**src/rtl/imm_pkg.sv**
```systemverilog
// Shared opcode constants, format codes and decode metadata for the immediate generator.
package imm_pkg;

    localparam int unsigned OP_W  = 7;
    localparam int unsigned FMT_W = 3;

    localparam logic [OP_W-1:0] OP_LOAD   = 7'b0000011;
    localparam logic [OP_W-1:0] OP_IMM    = 7'b0010011;
    localparam logic [OP_W-1:0] OP_IMM32  = 7'b0011011;
    localparam logic [OP_W-1:0] OP_JALR   = 7'b1100111;
    localparam logic [OP_W-1:0] OP_SYSTEM = 7'b1110011;
    localparam logic [OP_W-1:0] OP_STORE  = 7'b0100011;
    localparam logic [OP_W-1:0] OP_BRANCH = 7'b1100011;
    localparam logic [OP_W-1:0] OP_LUI    = 7'b0110111;
    localparam logic [OP_W-1:0] OP_AUIPC  = 7'b0010111;
    localparam logic [OP_W-1:0] OP_JAL    = 7'b1101111;

    localparam logic [FMT_W-1:0] FMT_I    = 3'd0;
    localparam logic [FMT_W-1:0] FMT_S    = 3'd1;
    localparam logic [FMT_W-1:0] FMT_B    = 3'd2;
    localparam logic [FMT_W-1:0] FMT_U    = 3'd3;
    localparam logic [FMT_W-1:0] FMT_J    = 3'd4;
    localparam logic [FMT_W-1:0] FMT_NONE = 3'd7;

    typedef struct packed {
        logic [FMT_W-1:0] fmt;
        logic             illegal;
    } dec_meta_t;

endpackage

```
**src/rtl/imm_decode.sv**
```systemverilog
// Combinational RISC-V immediate decoder: instruction word -> sign-extended immediate and format.
module imm_decode
    import imm_pkg::*;
#(
    parameter int unsigned XLEN = 64
) (
    input  logic [31:0]      inst,
    output logic [XLEN-1:0]  imm,
    output logic [FMT_W-1:0] fmt,
    output logic             illegal
);

    logic signed [31:0] imm32;

    always_comb begin
        fmt   = FMT_NONE;
        imm32 = '0;
        case (inst[6:0])
            OP_LOAD, OP_IMM, OP_JALR, OP_SYSTEM: fmt = FMT_I;
            OP_IMM32:                            fmt = (XLEN == 64) ? FMT_I : FMT_NONE;
            OP_STORE:                            fmt = FMT_S;
            OP_BRANCH:                           fmt = FMT_B;
            OP_LUI, OP_AUIPC:                    fmt = FMT_U;
            OP_JAL:                              fmt = FMT_J;
            default:                             fmt = FMT_NONE;
        endcase
        // Every format is built as a 32-bit signed value, then widened to XLEN.
        case (fmt)
            FMT_I:   imm32 = {{20{inst[31]}}, inst[31:20]};
            FMT_S:   imm32 = {{20{inst[31]}}, inst[31:25], inst[11:7]};
            FMT_B:   imm32 = {{20{inst[31]}}, inst[7], inst[30:25], inst[11:8], 1'b0};
            FMT_U:   imm32 = {inst[31:12], 12'b0};
            FMT_J:   imm32 = {{12{inst[31]}}, inst[19:12], inst[20], inst[30:21], 1'b0};
            default: imm32 = '0;
        endcase
    end

    assign imm     = XLEN'(imm32);
    assign illegal = (fmt == FMT_NONE);

endmodule

```
**src/rtl/imm_gen_pipe.sv**
```systemverilog
// Immediate generator with PC-relative adder, presented through a two-entry skid buffer.
module imm_gen_pipe
    import imm_pkg::*;
#(
    parameter int unsigned XLEN = 64
) (
    input  logic             clk,
    input  logic             reset,
    input  logic             flush,
    input  logic             in_valid,
    output logic             in_ready,
    input  logic [31:0]      in_inst,
    input  logic [XLEN-1:0]  in_pc,
    output logic             out_valid,
    input  logic             out_ready,
    output logic [XLEN-1:0]  out_imm,
    output logic [XLEN-1:0]  out_target,
    output logic [FMT_W-1:0] out_fmt,
    output logic             out_illegal,
    output logic [31:0]      out_inst,
    output logic [XLEN-1:0]  out_pc
);

    localparam dec_meta_t META_RST = '{fmt: FMT_NONE, illegal: 1'b0};

    logic [XLEN-1:0]  dec_imm;
    logic [FMT_W-1:0] dec_fmt;
    logic             dec_illegal;
    logic [XLEN-1:0]  in_target;
    dec_meta_t        in_meta;

    imm_decode #(.XLEN(XLEN)) u_dec (
        .inst    (in_inst),
        .imm     (dec_imm),
        .fmt     (dec_fmt),
        .illegal (dec_illegal)
    );

    assign in_target = in_pc + dec_imm;
    assign in_meta   = '{fmt: dec_fmt, illegal: dec_illegal};

    logic             m_valid_q, m_valid_d, s_valid_q, s_valid_d;
    logic [XLEN-1:0]  m_imm_q, m_imm_d, s_imm_q, s_imm_d;
    logic [XLEN-1:0]  m_target_q, m_target_d, s_target_q, s_target_d;
    logic [XLEN-1:0]  m_pc_q, m_pc_d, s_pc_q, s_pc_d;
    logic [31:0]      m_inst_q, m_inst_d, s_inst_q, s_inst_d;
    dec_meta_t        m_meta_q, m_meta_d, s_meta_q, s_meta_d;
    logic             accept, fire;

    assign in_ready = reset & ~s_valid_q;

    // Skid control: main refills from skid first (FIFO order), else from the input.
    always_comb begin
        m_valid_d  = m_valid_q;
        m_imm_d    = m_imm_q;
        m_target_d = m_target_q;
        m_pc_d     = m_pc_q;
        m_inst_d   = m_inst_q;
        m_meta_d   = m_meta_q;
        s_valid_d  = s_valid_q;
        s_imm_d    = s_imm_q;
        s_target_d = s_target_q;
        s_pc_d     = s_pc_q;
        s_inst_d   = s_inst_q;
        s_meta_d   = s_meta_q;
        accept     = in_valid & in_ready;
        fire       = m_valid_q & out_ready;

        if (!m_valid_q || fire) begin
            if (s_valid_q) begin
                m_imm_d    = s_imm_q;
                m_target_d = s_target_q;
                m_pc_d     = s_pc_q;
                m_inst_d   = s_inst_q;
                m_meta_d   = s_meta_q;
            end else if (accept) begin
                m_imm_d    = dec_imm;
                m_target_d = in_target;
                m_pc_d     = in_pc;
                m_inst_d   = in_inst;
                m_meta_d   = in_meta;
            end
        end else if (accept) begin
            s_imm_d    = dec_imm;
            s_target_d = in_target;
            s_pc_d     = in_pc;
            s_inst_d   = in_inst;
            s_meta_d   = in_meta;
        end

        m_valid_d = s_valid_q | accept | (m_valid_q & ~fire);
        s_valid_d = s_valid_q ? ~fire : (accept & m_valid_q & ~fire);

        if (flush) begin
            m_valid_d = 1'b0;
            s_valid_d = 1'b0;
        end
    end

    always_ff @(posedge clk) begin
        if (!reset) begin
            m_valid_q  <= 1'b0;
            m_imm_q    <= '0;
            m_target_q <= '0;
            m_pc_q     <= '0;
            m_inst_q   <= '0;
            m_meta_q   <= META_RST;
            s_valid_q  <= 1'b0;
            s_imm_q    <= '0;
            s_target_q <= '0;
            s_pc_q     <= '0;
            s_inst_q   <= '0;
            s_meta_q   <= META_RST;
        end else begin
            m_valid_q  <= m_valid_d;
            m_imm_q    <= m_imm_d;
            m_target_q <= m_target_d;
            m_pc_q     <= m_pc_d;
            m_inst_q   <= m_inst_d;
            m_meta_q   <= m_meta_d;
            s_valid_q  <= s_valid_d;
            s_imm_q    <= s_imm_d;
            s_target_q <= s_target_d;
            s_pc_q     <= s_pc_d;
            s_inst_q   <= s_inst_d;
            s_meta_q   <= s_meta_d;
        end
    end

    assign out_valid   = m_valid_q;
    assign out_imm     = m_imm_q;
    assign out_target  = m_target_q;
    assign out_fmt     = m_meta_q.fmt;
    assign out_illegal = m_meta_q.illegal;
    assign out_inst    = m_inst_q;
    assign out_pc      = m_pc_q;

endmodule

```
**config.mk**
```make
export PLATFORM = sky130hd
export DESIGN_NAME = imm_gen_pipe
export DESIGN_NICKNAME = d
export VERILOG_FILES = /design/src/rtl/imm_pkg.sv /design/src/rtl/imm_decode.sv /design/src/rtl/imm_gen_pipe.sv
export SDC_FILE = /design/constraint.sdc
export NUM_CORES = 1
export LEC_CHECK = 0
export ABC_CLOCK_PERIOD_IN_PS = 6860
export BUFFER_PORTS_ARGS = -buffer_cell sky130_fd_sc_hd__buf_2
export CAP_MARGIN = 20
export CORE_MARGIN = 3
export CORE_UTILIZATION = 50
export DETAILED_ROUTE_END_ITERATION = 6
export PLACE_DENSITY = 0.78
export SLEW_MARGIN = 40
export SYNTH_ARGS = -nofsm -noshare
export SYNTH_HDL_FRONTEND = slang
export SYNTH_SLANG_ARGS = --single-unit
```
**constraint.sdc**
```tcl
create_clock -name clk -period 6.86 [get_ports clk]
set_input_delay 1.372 -clock clk [delete_from_list [all_inputs] [get_ports clk]]
set_output_delay 1.372 -clock clk [all_outputs]
set_load 0.1 [all_outputs]
```
==> flow_metrics.tcl <==
set metrics [dict create \
    status "finished, final reports clean" \
    cts_tree "built" \
    cts_buffers 42 \
    syn_inst 2571 \
    dp.cells 3198 \
    fmax_mhz 164.9 \
    relSlewSlack_pct 43.92 \
    yosysSeqAreaShare_pct 39.70 \
    cts_buffer_depth 3 \
    ir_worst_vdd_mv 0.2196 \
    synth-warning-count 0 \
    start_kind "primary input" \
    ant_nets 0 \
    final_max_slew_viol_count 0 \
    io_buffers 330 \
    n_fill_cell 3589 \
    hold_ws_ps 447.7 \
    first_pass_iters 6 \
    required_ps 7290 \
    ys_ff_latch 394 \
    syn_nets 2704 \
    power.leakage_nw 9.191 \
    hold_violations 0 \
    via_per_inst 5.949 \
    cts_setup_buffers 0 \
    die_area_sq_mm 0.04217 \
    hold_buffers 0 \
    met3_length_um 5328 \
    min_period_over_period_pct 88.41 \
    period_minus_slack_ps 6065 \
    post-route-drc-count 0 \
    power.density_mw_per_mm2 266.5 \
    drt_wl_total_um 64990 \
    final.setup.tns_ps 0 \
    pre_cts_ws_ps 374.8 \
    multi_input_area_sq_mm 0.01070 \
    setup_violations 0 \
    power_switching_w 0.002079 \
    seq_area_sq_mm 0.007893 \
    tightest_slew_ps 841.1 \
    internal-power_w 0.004012 \
    worstPathArrival_ps 6490 \
    cts_root_buf "clkbuf_16" \
    cts_resized 0 \
    worstPathMaxFanout 12 \
    detail_route.wl_per_cell_um 19.88 \
    area_growth_pct 15.04 \
    grt_first_pass_wirelength_um 100500 \
    nets 2857 \
    avgSynthCellArea_sq_um 7.729 \
    htreeDepth 2 \
    drt-met1-wl_um 26280 \
    end_kind "flip-flop" \
    synth_most_common_cell "nand2_1" \
    gr-usage-all-layers_pct 29.76 \
    dieWidth_um 205.4 \
    cap_violations 0 \
    n_antenna_cell 0 \
    async_flop_share_pct 0 \
    wl_met2_um 30920 \
    dpl.hpwl_um 46470 \
    worst_path_largest_cell_delay_ps 650 \
    clk_latency_ps 570 \
    grt_pass1_vias 18240 \
    overflow 0 \
    top_layer "met5" \
    final_cells 3269 \
    synth_area_leaders "dfxtp_1 (40%), nand2_1 (8.6%), a21oi_1 (6.7%)" \
    switching_share_pct 34.14 \
    core_sq_mm 0.03892 \
    setup_ws_ps 795.3 \
    power.share.sequential_pct 40.0 \
    grt_max_degree 131 \
    rows 72 \
    crit_chain "buf_2, nand2b_1, or4_1, nand3_1, inv_1, nor4_2, nand2_1, o311ai_0, ha_1, and4_1, nand3_1, a211oi_1, nor2_1, o21bai_1, a31oi_1, o21ai_0, a31oi_1, xor2_1, o211ai_1" \
    synthFlopType "dfxtp_1" \
    start_util_pct 51.06 \
    synth_commonest_cells "nand2_1 (455), dfxtp_1 (394), nor2_1 (272), a21oi_1 (267), clkbuf_1 (191)" \
    hold_path_class "reg -> reg" \
    layout-drive-gt1-share_pct 16.50 \
    p_comb_share_pct 21.7 \
    antenna_found_initial 1 \
    drt_iter0_drc 1683 \
    yosysUniqueCellTypes 77 \
    path_clk_slew_ps 60 \
    die_h_um 205.4 \
    path_class "in -> reg" \
    clkPwrFrac_pct 38.3 \
    total_power_w 0.006091 \
    slowest_stage "nor4_2" \
    io_pins 331 \
    clock_skew_ps 23.46 \
    synth_top_area_cell "dfxtp_1" \
    synth_top_area_share_pct 39.70 \
    rsz0062_at_grt "no" \
    gp_congestion 0.9568 \
    synth_area_sq_mm 0.01987 \
    synth_edf_count 0 \
    vias 19450 \
    cts_sinks 394 \
]
## critical path: cells and delay by family
kind | cells | cell delay, ps
compound gates | 7 | 1960
xor+xnor | 1 | 310
fa+ha+maj | 1 | 340
buf+inv | 2 | 280
simple gates | 8 | 2220
## layer usage
layer	vias to the layer above	GRT usage, %
met5	-	0
met4	2	11.28
met3	151	5.980
met2	817	50.13
met1	9219	37.68
li1	9259	-
## per-stage QoR
stage / area (sq um) / util, %
3_5_place_dp: 21450 / 55.11
6_report: 22860 / 58.74
4_1_cts: 22850 / 58.72
3_3_place_gp: 21370 / 54.91
5_1_grt: 22860 / 58.74
2_1_floorplan: 19870 / -
## final timing paths
check / from / to / slack [ps] / cells after the start
worst max-delay path: in_inst[6] / out_target[26]$_SDFFE_PN0P_ / 800 / 19
worst min-delay path: out_imm[27]$_SDFFE_PN0P_ / out_imm[27]$_SDFFE_PN0P_ / 450 / 2
worst max register to register: s_valid_q$_SDFF_PP0_ / out_target[55]$_SDFFE_PN0P_ / 3330 / 7
worst min register to register: out_imm[27]$_SDFFE_PN0P_ / out_imm[27]$_SDFFE_PN0P_ / 450 / 2
## layout make-up
cell class                      instances  share of cell area, %
Tap cell                              518                  2.835
Clock inverter                         14                 0.8046
Inverter                               58                 0.9853
Clock buffer                           57                  5.337
Multi-Input combinational cell       1864                  46.81
Sequential cell                       394                  34.53
Timing Repair Buffer                  364                  8.703
## cell families after synthesis
family	Yosys count	synth area share (%)
DFF	394	39.70
adders and majority gates	32	2.053
AOI/OAI and AO/OA	710	22.50
buffers and inverters	313	6.719
and+or+nand+nor	936	20.10
xor gates and xnor gates	71	3.130
muxes	115	5.799
## flip-flops by register name, summed over array words and instances (netlist names)
name,cells
out_inst,32
s_pc_q,64
out_target,64
out_imm,32
s_inst_q,32
s_meta_q,4
s_imm_q,32
out_illegal,1
s_valid_q,1
out_pc,64
out_valid,1
s_target_q,64
out_fmt,3
## layout by cell type, fill, tap and decap left out, types with 20 or more instances in the layout
master / n
a211oi_1: 134
a21oi_1: 267
and3_1: 20
buf_2: 330
buf_4: 24
clkbuf_16: 44
dfxtp_1: 392
ha_1: 31
inv_1: 57
mux2i_1: 114
nand2_1: 455
nand3_1: 60
nand4_1: 36
nor2_1: 271
nor3_1: 21
o211ai_1: 51
o21ai_0: 100
o21ai_1: 22
xnor2_1: 53
## power by group through the flow
| stage | Combinational [W] | Clock, W | Sequential, W |
|---|---|---|---|
| 6_report | 0.00132 | 0.00233 | 0.00244 |
| 5_1_grt | 0.00138 | 0.00246 | 0.00244 |
| 4_1_cts | 0.00132 | 0.00237 | 0.00243 |
| 3_5_place_dp | 0.00131 | 0 | 0.00248 |
| 3_3_place_gp | 0.00130 | 0 | 0.00248 |
| 2_1_floorplan | 0.000485 | 0 | 0.00304 |
Note: power is estimated with default switching activity, not from simulation.
